### src/rtl/vending_machine_def_pkg.sv
// Shared constants, value tables and state encoding for the vending machine datapath.
package vending_machine_def;

    localparam int kNumCoins  = 3;
    localparam int kNumItems  = 4;
    localparam int kTotalBits = 31;
    localparam int kWaitTime  = 10;
    localparam int kWaitBits  = $clog2(kWaitTime + 1);

    localparam int unsigned kCoinValue [kNumCoins] = '{100, 500, 1000};
    localparam int unsigned kItemPrice [kNumItems] = '{400, 500, 1000, 2000};

    typedef enum logic [1:0] {
        IDLE   = 2'b00,
        ACTIVE = 2'b01,
        RETURN = 2'b10
    } state_e;

    // Isolates the lowest set bit; several simultaneous requests collapse to one.
    function automatic logic [kNumItems-1:0] lowest_onehot(input logic [kNumItems-1:0] v);
        return v & (~v + kNumItems'(1));
    endfunction

endpackage

### src/rtl/vm_change_picker.sv
// Greedy change selection: the largest coin whose value does not exceed the balance.
module vm_change_picker
    import vending_machine_def::*;
#(
    parameter int TotalBits = kTotalBits
) (
    input  logic [TotalBits-1:0] total_i,
    input  logic [TotalBits-1:0] coin_table_i [kNumCoins],
    output logic [kNumCoins-1:0] coin_onehot_o,
    output logic [TotalBits-1:0] coin_value_o
);

    logic [kNumCoins-1:0] best_onehot;
    logic [TotalBits-1:0] best_value;

    // NOTE: every combinational output gets a default before the loop so no latch is inferred.
    always_comb begin
        best_onehot = '0;
        best_value  = '0;
        for (int i = 0; i < kNumCoins; i++) begin
            if (coin_table_i[i] <= total_i && coin_table_i[i] > best_value) begin
                best_onehot    = '0;
                best_onehot[i] = 1'b1;
                best_value     = coin_table_i[i];
            end
        end
    end

    assign coin_onehot_o = best_onehot;
    assign coin_value_o  = best_value;

endmodule

### src/rtl/vending_txn_controller.sv
// Vending transaction sequencer: balance, inactivity timer and change return.
// Optional: define VM_WAIT_RELOAD_ON_SELECT_EN so a granted item also reloads the timer.
module vending_txn_controller
    import vending_machine_def::*;
#(
    parameter int K_TOTAL_BITS = kTotalBits
) (
    input  logic                    clk,
    input  logic                    reset,
    input  logic [kNumCoins-1:0]    i_input_coin,
    input  logic [kNumItems-1:0]    i_select_item,
    input  logic                    i_trigger_return,
    output logic [kNumItems-1:0]    o_available_item,
    output logic [kNumItems-1:0]    o_output_item,
    output logic [kNumCoins-1:0]    o_return_coin,
    output logic [K_TOTAL_BITS-1:0] o_current_total,
    output logic [1:0]              o_state,
    output logic                    o_overflow
);

    localparam int kExtBits = K_TOTAL_BITS + 1;

    state_e                  state_q, state_d;
    logic [K_TOTAL_BITS-1:0] total_q, total_d;
    logic [kWaitBits-1:0]    wait_q, wait_d;
    logic [kNumItems-1:0]    output_item_q, output_item_d;
    logic [kNumCoins-1:0]    return_coin_q, return_coin_d;
    logic                    overflow_q, overflow_d;

    logic [K_TOTAL_BITS-1:0] coin_table [kNumCoins];
    logic [kNumCoins-1:0]    pick_onehot;
    logic [K_TOTAL_BITS-1:0] pick_value;
    logic [kExtBits-1:0]     coin_sum, total_ext;
    logic [K_TOTAL_BITS-1:0] t_prime, sel_price;
    logic [kNumItems-1:0]    sel_onehot;
    logic                    coin_ovf, coin_ok, grant, reload;

    always_comb begin
        for (int i = 0; i < kNumCoins; i++) begin
            coin_table[i] = K_TOTAL_BITS'(kCoinValue[i]);
        end
    end

    vm_change_picker #(.TotalBits(K_TOTAL_BITS)) u_change_picker (
        .total_i       (total_q),
        .coin_table_i  (coin_table),
        .coin_onehot_o (pick_onehot),
        .coin_value_o  (pick_value)
    );

    // Credit first (one extra bit exposes overflow), then price the request against t'.
    always_comb begin
        coin_sum = '0;
        for (int i = 0; i < kNumCoins; i++) begin
            if (i_input_coin[i]) coin_sum = coin_sum + kExtBits'(kCoinValue[i]);
        end
        total_ext = {1'b0, total_q} + coin_sum;
        coin_ovf  = total_ext[K_TOTAL_BITS];
        coin_ok   = (|i_input_coin) && !coin_ovf;
        t_prime   = coin_ovf ? total_q : total_ext[K_TOTAL_BITS-1:0];

        sel_onehot = lowest_onehot(i_select_item);
        sel_price  = '0;
        for (int i = 0; i < kNumItems; i++) begin
            if (sel_onehot[i]) sel_price = K_TOTAL_BITS'(kItemPrice[i]);
        end
        grant = (|sel_onehot) && (sel_price <= t_prime);
`ifdef VM_WAIT_RELOAD_ON_SELECT_EN
        reload = coin_ok || grant;
`else
        reload = coin_ok;
`endif
    end

    always_comb begin
        state_d       = state_q;
        total_d       = total_q;
        wait_d        = wait_q;
        output_item_d = '0;
        return_coin_d = '0;
        overflow_d    = 1'b0;
        case (state_q)
            RETURN: begin
                if (pick_onehot == '0) begin
                    state_d = IDLE;
                    wait_d  = '0;
                end else begin
                    return_coin_d = pick_onehot;
                    total_d       = total_q - pick_value;
                end
            end
            default: begin
                if (i_trigger_return) begin
                    state_d = RETURN;
                end else begin
                    overflow_d = (|i_input_coin) && coin_ovf;
                    total_d    = t_prime;
                    if (grant) begin
                        output_item_d = sel_onehot;
                        total_d       = t_prime - sel_price;
                    end
                    if (coin_ok) state_d = ACTIVE;
                    if (reload) begin
                        wait_d = kWaitBits'(kWaitTime);
                    end else if (state_q == ACTIVE) begin
                        wait_d = wait_q - kWaitBits'(1);
                        if (wait_q == kWaitBits'(1)) state_d = RETURN;
                    end
                end
            end
        endcase
    end

    // NOTE: sequential state uses non-blocking assignments so every register samples pre-edge values.
    always_ff @(posedge clk) begin
        if (reset) begin
            state_q       <= IDLE;
            total_q       <= '0;
            wait_q        <= '0;
            output_item_q <= '0;
            return_coin_q <= '0;
            overflow_q    <= 1'b0;
        end else begin
            state_q       <= state_d;
            total_q       <= total_d;
            wait_q        <= wait_d;
            output_item_q <= output_item_d;
            return_coin_q <= return_coin_d;
            overflow_q    <= overflow_d;
        end
    end

    always_comb begin
        for (int i = 0; i < kNumItems; i++) begin
            o_available_item[i] = (K_TOTAL_BITS'(kItemPrice[i]) <= total_q) && (state_q != RETURN);
        end
    end

    assign o_output_item   = output_item_q;
    assign o_return_coin   = return_coin_q;
    assign o_current_total = total_q;
    assign o_state         = state_q;
    assign o_overflow      = overflow_q;

endmodule

### config.mk
export PLATFORM = sky130hd
export DESIGN_NAME = vending_txn_controller
export DESIGN_NICKNAME = d
export VERILOG_FILES = /design/src/rtl/vending_machine_def_pkg.sv /design/src/rtl/vm_change_picker.sv /design/src/rtl/vending_txn_controller.sv
export SDC_FILE = /design/constraint.sdc
export NUM_CORES = 1
export LEC_CHECK = 0
export BUFFER_PORTS_ARGS = -buffer_cell sky130_fd_sc_hd__buf_4
export CORE_MARGIN = 2
export CORE_UTILIZATION = 50
export DETAILED_ROUTE_END_ITERATION = 10
export MAX_ROUTING_LAYER = met4
export PLACE_DENSITY = 0.71
export SYNTH_ARGS = -nofsm -noshare
export SYNTH_HDL_FRONTEND = slang
export SYNTH_SLANG_ARGS = --single-unit
export TNS_END_PERCENT = 100
### constraint.sdc
create_clock -name clk -period 8.9 [get_ports clk]
set_input_delay 1.78 -clock clk [delete_from_list [all_inputs] [get_ports clk]]
set_output_delay 1.78 -clock clk [all_outputs]
set_load 0.005 [all_outputs]
After elaboration in Yosys (flattened, before gate mapping) --
Cells that the tools add are included.
Operators by class: add/subtract/negate cells 7, magnitude comparators 8, eq/ne operators 7, mux-type cells 30, bitwise logic cells 4, reduce and logical (&&, ||, !) cells 19
Operators by type and width (count):
- 31-bit 2-to-1 mux | 8
- 32-bit 2-to-1 mux | 2
- 9-bit by 31-bit <= comparator with 1-bit output, first input constant | 2
- 31-bit subtractor | 2
- 31-bit by 32-bit adder with 32-bit output | 1
- 32-bit by 10-bit adder with 32-bit output, second input constant | 1
- 32-bit by 9-bit adder with 32-bit output, second input constant | 1
- 10-bit by 31-bit <= comparator with 1-bit output, first input constant | 1
- 11-bit by 31-bit <= comparator with 1-bit output, first input constant | 1
- 31-bit <= comparator | 1
- 7-bit by 31-bit <= comparator with 1-bit output, first input constant | 1
- 4-bit 2-to-1 mux | 5
- 9-bit 2-to-1 mux | 2
- 2-bit 2-to-1 mux | 8
- 7-bit 2-to-1 mux | 2
- 10-bit by 9-bit greater-than comparator with 1-bit output, first input constant | 1
- 10-bit 2-to-1 mux | 1
- 9-bit by 7-bit greater-than comparator with 1-bit output, first input constant | 1
- 1-bit logical AND | 9
- 3-bit OR reduction | 3
- 4-bit OR reduction | 2
- 2-bit != test, second input constant | 3
- 4-bit by 1-bit adder with 4-bit output, second input constant | 1
- 4-bit bitwise AND | 1
- other kinds (14) | 15
Storage, ports and cells: bits in registers 45, input port bits 10, output and inout port bits 45, logic and storage cells 81

Longest topological paths before layout --
Gate-level depths: netlist of the first run.
word-level depth 14, mapped depth 26, gate-level depth less buffers 23

Hierarchy --
From an unflattened synthesis of the first run, not the netlist that was laid out.
Unflattened totals: cells, all modules 1406, area total of the unflattened synthesis 10238.6 um^2
Modules (own cells, without submodules):
- vending_txn_controller | times used 1, cells an instance 777, area each 5632.9 um^2
- vm_change_picker | times used 1, cells an instance 629, area each 4605.7 um^2

Least setup slack after synthesis of the first run --
No wires, ideal clock.
path kind input port to flip-flop, start point in i_input_coin[0], end point reg total_q[17] (netlist: o_current_total[17]), arrival 6.795 ns, data required time 8.808 ns, slack 2.013 ns, cell stages on the path 25, cells stage by stage inv_1 -> ha_1 -> mux2_2 -> ha_1 -> a21o_1 -> a21oi_2 -> a211oi_2 -> o21ai_0 -> clkbuf_1 -> nand2_1 -> o21ai_0 -> inv_1 -> ha_1 -> nor2b_1 -> o21a_1 -> o21ai_0 -> a21o_1 -> a21boi_0 -> o31a_1 -> or4_1 -> buf_2 -> or2_1 -> buf_6 -> and4_1 -> o32ai_1
On the way: cells in the longest elaborated chain, start to end 12
Ends and longest elaborated chain:
- start: declaration | line vending_txn_controller.sv:10 | input logic [kNumCoins-1:0] i_input_coin,
- 7-bit 2-to-1 mux * | line vending_txn_controller.sv:55 | if (i_input_coin[i]) coin_sum = coin_sum + kExtBits'(kCoinValue[i]);
- 32-bit by 9-bit adder with 32-bit output | line vending_txn_controller.sv:55
- 32-bit 2-to-1 mux * | line vending_txn_controller.sv:55
- 32-bit by 10-bit adder with 32-bit output | line vending_txn_controller.sv:55
- 32-bit 2-to-1 mux * | line vending_txn_controller.sv:55
- 31-bit by 32-bit adder with 32-bit output * | line vending_txn_controller.sv:57 | total_ext = {1'b0, total_q} + coin_sum;
- 31-bit 2-to-1 mux * | line vending_txn_controller.sv:60 | t_prime = coin_ovf ? total_q : total_ext[K_TOTAL_BITS-1:0];
- 31-bit <= comparator | line vending_txn_controller.sv:67 | grant = (|sel_onehot) && (sel_price <= t_prime);
- 1-bit logical AND | line vending_txn_controller.sv:67
- 31-bit 2-to-1 mux * | line vending_txn_controller.sv:98 | if (grant) begin
- 31-bit 2-to-1 mux * | line vending_txn_controller.sv:93 | if (i_trigger_return) begin
- 31-bit 2-to-1 mux * | line vending_txn_controller.sv:82 | case (state_q)
- end signal: assignment | line vending_txn_controller.sv:125 | total_q <= total_d;
- end: declaration | line vending_txn_controller.sv:24 | logic [K_TOTAL_BITS-1:0] total_q, total_d;
Mark *: on every way between the ends. The rest lies on a longest branch, timed or not. The select of a mux whose other input is x is not followed. A chain may end at the register's enable or synchronous reset.

Final worst setup path of the first run --
start point in i_input_coin[0], end point reg total_q[16] (netlist: o_current_total[16])
Same word-level chain as after synthesis.

==> impl_metrics.py, run 1 <==
metrics = {
    "floorplan": {
        "core-area_um2": 10200,
        "row_count": 37,
        "die_x_um": 106,
        "dieArea_um2": 11200,
        "start_util_pct": 50.7,
        "die_y_um": 106,
        "io-pin-count": 55,
    },
    "setup_path": {
        "critPathMaxStageDelay_ps": 680,
        "crit_start": "i_input_coin[0]",
        "critPathCaptureType": "register",
        "r2r_setup_slack_ps": 2410,
        "setup.worst_path.start_class": "input pin",
        "arrival_ps": 7690,
        "r2r-end": "o_current_total[22]",
        "r2r-start": "o_current_total[17]",
        "critical_path_class": "input pin to register",
        "rr_worst_depth": 19,
        "crit_end": "o_current_total[16]",
        "required_ps": 9120,
        "path_cells": "buf_4 -> inv_1 -> ha_1 -> mux2_2 -> ha_1 -> a21o_1 -> a21oi_2 -> a211oi_2 -> o21ai_0 -> buf_4 -> nand2_1 -> o21ai_0 -> inv_1 -> ha_1 -> nor2b_1 -> o21a_1 -> o21ai_0 -> a21o_1 -> a21boi_0 -> o31a_1 -> or4_1 -> or2_1 -> a41o_1 -> a31o_2",
        "slowest_stage": "or4_1",
        "worst-path-max-fanout": 11,
    },
    "clock_network": {
        "clock-sinks": 43,
        "cts_tree": "yes",
        "hold_buffers": 0,
        "clock-root-buffer": "clkbuf_8",
        "clk_latency_ps": 330,
        "clk_pin_slew_ps": 90,
        "cts_setup_buffers": 0,
        "cts_inserted_buffers": 5,
        "ctsResizeCount": 0,
        "cts_max_path_buffers": 2,
        "htreeDepth": 2,
    },
    "logic_synthesis": {
        "synth_xor_area_share_pct": 5.76,
        "ys_ff_latch": 43,
        "synth_top_area_share_pct": 16.7,
        "syn_area_um2": 5170,
        "yosys.area.top_type": "dfxtp_1",
        "synth-edff-count": 0,
        "synth_ff_type": "dfxtp_1",
        "synth_top_family_by_area": "simple AND/OR/NAND/NOR gates",
        "synthMuxAreaShare_pct": 3.03,
        "synthCells": 722,
        "yosys_warnings": 0,
        "synth_area_per_cell_um2": 7.16,
        "post_synth_fa_ha_maj_area_fraction_pct": 9.35,
        "yosysUniqueCellTypes": 80,
        "synthArstFlopShare_pct": 0,
        "synth_compound_area_share_pct": 28.4,
        "yosysSeqAreaShare_pct": 16.7,
        "yosys.area_share.simple_pct": 30.6,
        "synthTopCellsByArea": "dfxtp_1, ha_1, o21ai_0",
    },
    "power": {
        "power_density_nw_per_um2": 376,
        "p_int_w": 0.000965,
        "switching_share_pct": 54.9,
        "power.total_w": 0.00214,
        "sequentialPowerShare_pct": 18.9,
        "ir_drop_mv": 0.195,
        "combPwrFrac_pct": 73.3,
        "p_sw_w": 0.00117,
        "p_leak_nw": 2.28,
        "power_frac_clock_pct": 7.8,
    },
    "timing": {
        "fin_setup_tns_ps": 0,
        "finalCritPeriodShare_pct": 83.9,
        "drv_slew": 0,
        "slew_headroom_pct": 20.0,
        "grt_setup_unrepaired": "no",
        "max_freq_ghz": 0.134,
        "clock_skew_ps": 13.5,
        "period_needed_ps": 7470,
        "finalSetupViolCount": 0,
        "hold_viol": 0,
        "tightest_slew_ps": 1200,
    },
    "route": {
        "via_per_inst": 6.60,
        "drt_first_pass_iters": 7,
        "vias": 5809,
        "wirelength_um": 18200,
        "drc": 0,
        "drtIter0Drc": 481,
        "antenna_left": 0,
        "wl_per_cell_um": 20.7,
    },
    "layout": {
        "areaGrowthSynthToFinish_pct": 9.95,
        "antennaDiodeCount": 0,
        "final_nets": 789,
        "num-fill-cells": 1011,
        "fin_util_pct": 55.8,
        "layout-drive-gt1-share_pct": 12.5,
        "instances_no_fill": 880,
        "stdcell_area_um2": 5680,
    },
    "global_route": {
        "overflow": 0,
        "grt_pass1_wl_um": 29300,
        "antenna_found_initial": 0,
        "grt_pass1_vias": 5403,
        "grt.total_usage_pct": 34.1,
        "grt_max_degree": 35,
    },
    "min_path": {
        "min_path_type": "register to register",
    },
    "placement": {
        "gp_congestion": 0.994,
        "portBuffers": 52,
        "dp.cells": 872,
        "hpwl_um": 13800,
        "placedInstanceArea_um2": 5570,
    },
    "job": {
        "cap_violations": 0,
    },
    "status": {
        "status": "finished clean",
    },
}
worst max-delay path, delay by kind of cell:
kind | cells | cell delay [ps]
AO/OA/AOI/OAI | 12 | 2810
AND/OR/NAND/NOR | 4 | 1300
adder cells (fa/ha/maj) | 3 | 980
buffers and inverters | 4 | 540
multiplexers | 1 | 280
worst min path at each step:
stage                          from   endpoint  slack, ps  depth (start not counted)
after floorplan           wait_q[3]  wait_q[3]        470                          2
final                     wait_q[3]  wait_q[3]        520                          2
after CTS                 wait_q[3]  wait_q[3]        520                          2
after global placement    wait_q[3]  wait_q[3]        480                          2
after detailed placement  wait_q[3]  wait_q[3]        500                          2
after global routing      wait_q[2]  wait_q[2]        580                          2
sequential cells by signal, indices dropped and copies added (netlist names):
| register | count |
|---|---|
| o_return_coin | 3 |
| wait_q | 4 |
| o_overflow | 1 |
| o_state | 2 |
| o_output_item | 4 |
| o_current_total | 29 |
cells in the mapped netlist (all sizes together) (4+ instances only):
library cell / count
a31oi: 8
nand4: 12
o21ai: 58
nor2: 68
a21boi: 8
a311oi: 4
or2: 8
a21o: 8
nor4: 16
clkbuf: 33
nand3b: 4
nand2b: 10
or3: 10
and2: 10
nor3: 26
a211oi: 12
dfxtp: 43
o31ai: 7
nand2: 61
o21a: 6
o22ai: 6
nor4b: 4
a21oi: 51
buf: 12
o211ai: 18
and4: 6
o31a: 4
mux2i: 13
xnor2: 20
ha: 33
and3: 12
inv: 28
or4: 9
xor2: 14
nand3: 25
nor2b: 14
placed cells by master (no fill, tap or decap), types with 14 or more instances in the layout:
master	n
nor2_1	67
nand2_1	60
buf_4	58
o21ai_0	57
a21oi_1	49
dfxtp_1	43
ha_1	33
inv_1	28
nor3_1	26
nand3_1	24
xnor2_1	20
o211ai_1	18
nor4_1	16
xor2_1	14
cell type report:
class,instances,area (µm²),area share (%)
inverters,29,109,1.92
well taps,136,170,2.99
clock inverters,3,43.8,0.771
clock buffers,5,68.8,1.21
multi-input cells,606,3990,70.3
repair buffers,58,435,7.66
flip-flops and latches,43,861,15.2
power groups by stage:
| stage | registers (W) | logic (W) | clock network [W] |
|---|---|---|---|
| floorplan | 0.000321 | 0.00117 | 0 |
| detailed placement | 0.000402 | 0.00153 | 0 |
| CTS | 0.000398 | 0.00154 | 0.000166 |
| global placement | 0.000400 | 0.00151 | 0 |
| global route | 0.000416 | 0.00173 | 0.000173 |
| finish | 0.000405 | 0.00157 | 0.000166 |
cells by family (layout without fill, tap and decap cells):
| family | count (synthesis) | in the layout |
|---|---|---|
| compound gates | 217 | 217 |
| simple gates | 301 | 301 |
| other cells | 1 | 2 |
| flops | 43 | 43 |
| buf+inv | 74 | 95 |
| fa+ha+maj | 37 | 37 |
| xor+xnor | 34 | 34 |
| mux | 15 | 15 |
per-layer routing:
layer  vias to the layer above  track usage (%)  part of all wire [%]
met2                       309             51.4                    44
met1                      2719             44.6                    42
met3                        75             4.95                   8.3
li1                       2706                -                     -
met5                         -                -                     0
met4                         0             17.0                   5.1
through the flow:
| step | hold WS (ps) | worst slack, ps |
|---|---|---|
| 5_1_grt | 577 | 824 |
| 4_1_cts | 521 | 1470 |
| 2_1_floorplan | 468 | 2010 |
| 3_5_place_dp | 504 | 1140 |
| 6_report | 522 | 1430 |
| 3_3_place_gp | 482 | 1380 |
(Power assumes the default switching activity.)
==> inputs of run 2 (changes only) <==
ABC_AREA = 1   (was unset)
PLACE_DENSITY = 0.72   (was 0.71)
clock period = 6.26 ns   (was 8.9 ns; I/O delays follow)
==> run 2 against run 1 <==
Net effect: sequential share of layout area fell by 2.5 points; sequential power up 9.9%; final area grew 20%; register-to-register slack got worse by 1000 ps; clock skew decreased by 4.8 ps; critical path type unchanged; highest routed layer unchanged.
==> impl_metrics.py, run 2 <==
metrics = {
    "clock_network": {
        "cts_tree": "yes",
        "clk_latency_ps": 290,
        "hold_buffers": 0,
        "htreeDepth": 2,
        "clk_pin_slew_ps": 60,
        "cts_max_path_buffers": 2,
        "clock-sinks": 43,
        "cts_inserted_buffers": 5,
        "clock-root-buffer": "clkbuf_16",
    },
    "route": {
        "drtIter0Drc": 672,
        "drt_first_pass_iters": 5,
        "via_per_inst": 5.40,
        "antenna_left": 0,
        "vias": 7104,
        "wirelength_um": 19700,
        "wl_per_cell_um": 15.0,
        "drc": 0,
    },
    "floorplan": {
        "dieArea_um2": 13300,
        "die_x_um": 115,
        "row_count": 40,
        "core-area_um2": 12100,
        "start_util_pct": 51.5,
        "io-pin-count": 55,
        "die_y_um": 115,
    },
    "power": {
        "p_int_w": 0.00104,
        "combPwrFrac_pct": 66.4,
        "power_density_nw_per_um2": 326,
        "p_leak_nw": 3.59,
        "ir_drop_mv": 0.205,
        "power_frac_clock_pct": 13.5,
        "switching_share_pct": 53.2,
        "p_sw_w": 0.00118,
        "sequentialPowerShare_pct": 20.0,
    },
    "timing": {
        "drv_slew": 0,
        "max_freq_ghz": 0.176,
        "finalCritPeriodShare_pct": 90.6,
        "fin_hold_ws_ps": 463,
        "period_needed_ps": 5670,
        "hold_viol": 0,
        "grt_setup_unrepaired": "no",
        "tightest_slew_ps": 865,
        "finalSetupViolCount": 0,
        "fin_setup_tns_ps": 0,
        "clock_skew_ps": 8.70,
        "slew_headroom_pct": 42.1,
    },
    "placement": {
        "portBuffers": 52,
        "hpwl_um": 15800,
        "gp_congestion": 0.989,
    },
    "min_path": {
        "min_to": "wait_q[1]",
        "hold_start": "wait_q[1]",
        "holdPathStages": 2,
        "min_path_type": "register to register",
    },
    "logic_synthesis": {
        "ys_ff_latch": 43,
        "synthArstFlopShare_pct": 0,
        "yosysSeqAreaShare_pct": 13.9,
        "synth-edff-count": 0,
        "synthCells": 1118,
        "synthTopCellsByArea": "nand2_1, dfxtp_1, inv_1",
        "synth_area_per_cell_um2": 5.56,
        "syn_area_um2": 6210,
        "synth_top_area_share_pct": 20.1,
        "synth_ff_type": "dfxtp_1",
        "yosysUniqueCellTypes": 49,
        "ys_top_cells_by_count": "nand2_1, inv_1, nor2_1",
        "yosys_warnings": 0,
        "synth.most_common_cell": "nand2_1",
        "yosys.area.top_type": "nand2_1",
    },
    "setup_path": {
        "arrival_ps": 5850,
        "slowest_stage": "ha_1",
        "worst-path-max-fanout": 7,
        "rr_worst_depth": 22,
        "critPathMaxStageDelay_ps": 330,
        "r2r_setup_slack_ps": 1400,
        "critical_path_class": "input pin to register",
        "required_ps": 6430,
        "r2r-end": "o_current_total[23]",
        "r2r-start": "o_current_total[15]",
        "setup.worst_path.start_class": "input pin",
        "path_common_cell": "nand2_1",
        "critPathCaptureType": "register",
    },
    "global_route": {
        "grt_pass1_wl_um": 32000,
        "grt_pass1_vias": 6305,
        "overflow": 0,
        "grt_max_degree": 53,
        "antenna_found_initial": 0,
        "grt.total_usage_pct": 31.2,
    },
    "layout": {
        "largest_reg_flops": 29,
        "final_nets": 1193,
        "final_common_cell": "nand2_1",
        "antennaDiodeCount": 0,
        "layout-drive-gt1-share_pct": 11.4,
        "areaGrowthSynthToFinish_pct": 9.70,
        "layout_common_cells": "nand2_1, inv_1, nor2_1, nand3_1, o21ai_0",
    },
    "job": {
        "cap_violations": 0,
    },
    "status": {
        "status": "finished clean",
    },
}
[run 2: cell types whose count changed after synthesis, sizes merged, moves of 12 or more]
cell,previous run,this run
nand3,25,105
o211ai,18,0
xor2,14,26
nor2,68,132
clkbuf,33,16
mux2i,13,0
inv,28,165
o21ai,58,70
nand2,61,349
nor2b,14,0
[run 2: worst max path at each step]
stage,cells past startpoint,slack (ps),endpoint,startpoint
final,31,590,o_current_total[26],i_input_coin[0]
after global routing,31,70,o_current_total[22],i_input_coin[0]
after CTS,31,310,o_current_total[26],i_input_coin[0]
after detailed placement,31,10,o_current_total[26],i_input_coin[0]
after global placement,31,150,o_current_total[26],i_input_coin[0]
after floorplan,32,930,o_current_total[26],i_input_coin[0]
[run 2: cell families after synthesis]
group,synth area share [%]
AOI/OAI and AO/OA,12.1
xor gates and xnor gates,5.07
adders and majority gates,7.61
buffers and inverters,13.9
DFF,13.9
other,0.0603
and+or+nand+nor,47.5
[run 2: per-layer routing]
metal	global-route usage (%)	part of all wire, %	wire (µm)
met1	45.2	48	9480
met2	45.8	43	8410
met3	3.45	7.1	1410
met4	8.84	2.2	442
met5	-	0	0
[run 2: cell type report]
type                       count  area, µm²
sequential                    43        861
clock inverter                 3       43.8
clock buffer                   5        125
inverter                     167        633
tap                          168        210
timing repair buffer          58        435
multi-input combinational    872       4510
fill                        1315       5240
[run 2: metrics by stage]
step	instances	instance area [µm²]	total power [W]	worst slack [ps]	util, %
after CTS	1315	6790	0.00218	306	56.3
after floorplan	1119	6220	0.00148	935	-
after global routing	1316	6820	0.00242	74.2	56.5
after detailed placement	1307	6630	0.00187	12.9	54.9
final	1316	6820	0.00222	588	56.5
after global placement	1307	6630	0.00187	154	54.9
[run 2: power groups by stage]
stage	logic, W	clock network (W)	registers (W)
global placement	0.00143	0	0.000443
floorplan	0.00111	0	0.000378
detailed placement	0.00143	0	0.000443
global route	0.00166	0.000314	0.000450
CTS	0.00144	0.000304	0.000438
finish	0.00147	0.000301	0.000445
[run 2: critical path, delay by kind of cell]
kind	cells	cell delay, ps
buffers and inverters	3	410
AOI/OAI and AO/OA	4	680
and+or+nand+nor	19	2230
xor gates and xnor gates	1	240
adders and majority gates	4	1030
[run 2: what timing repair did]
item | CTS | global route
buffers inserted | 0 | 1
gates resized for setup | 0 | 6
setup endpoints to repair | 0 | 18
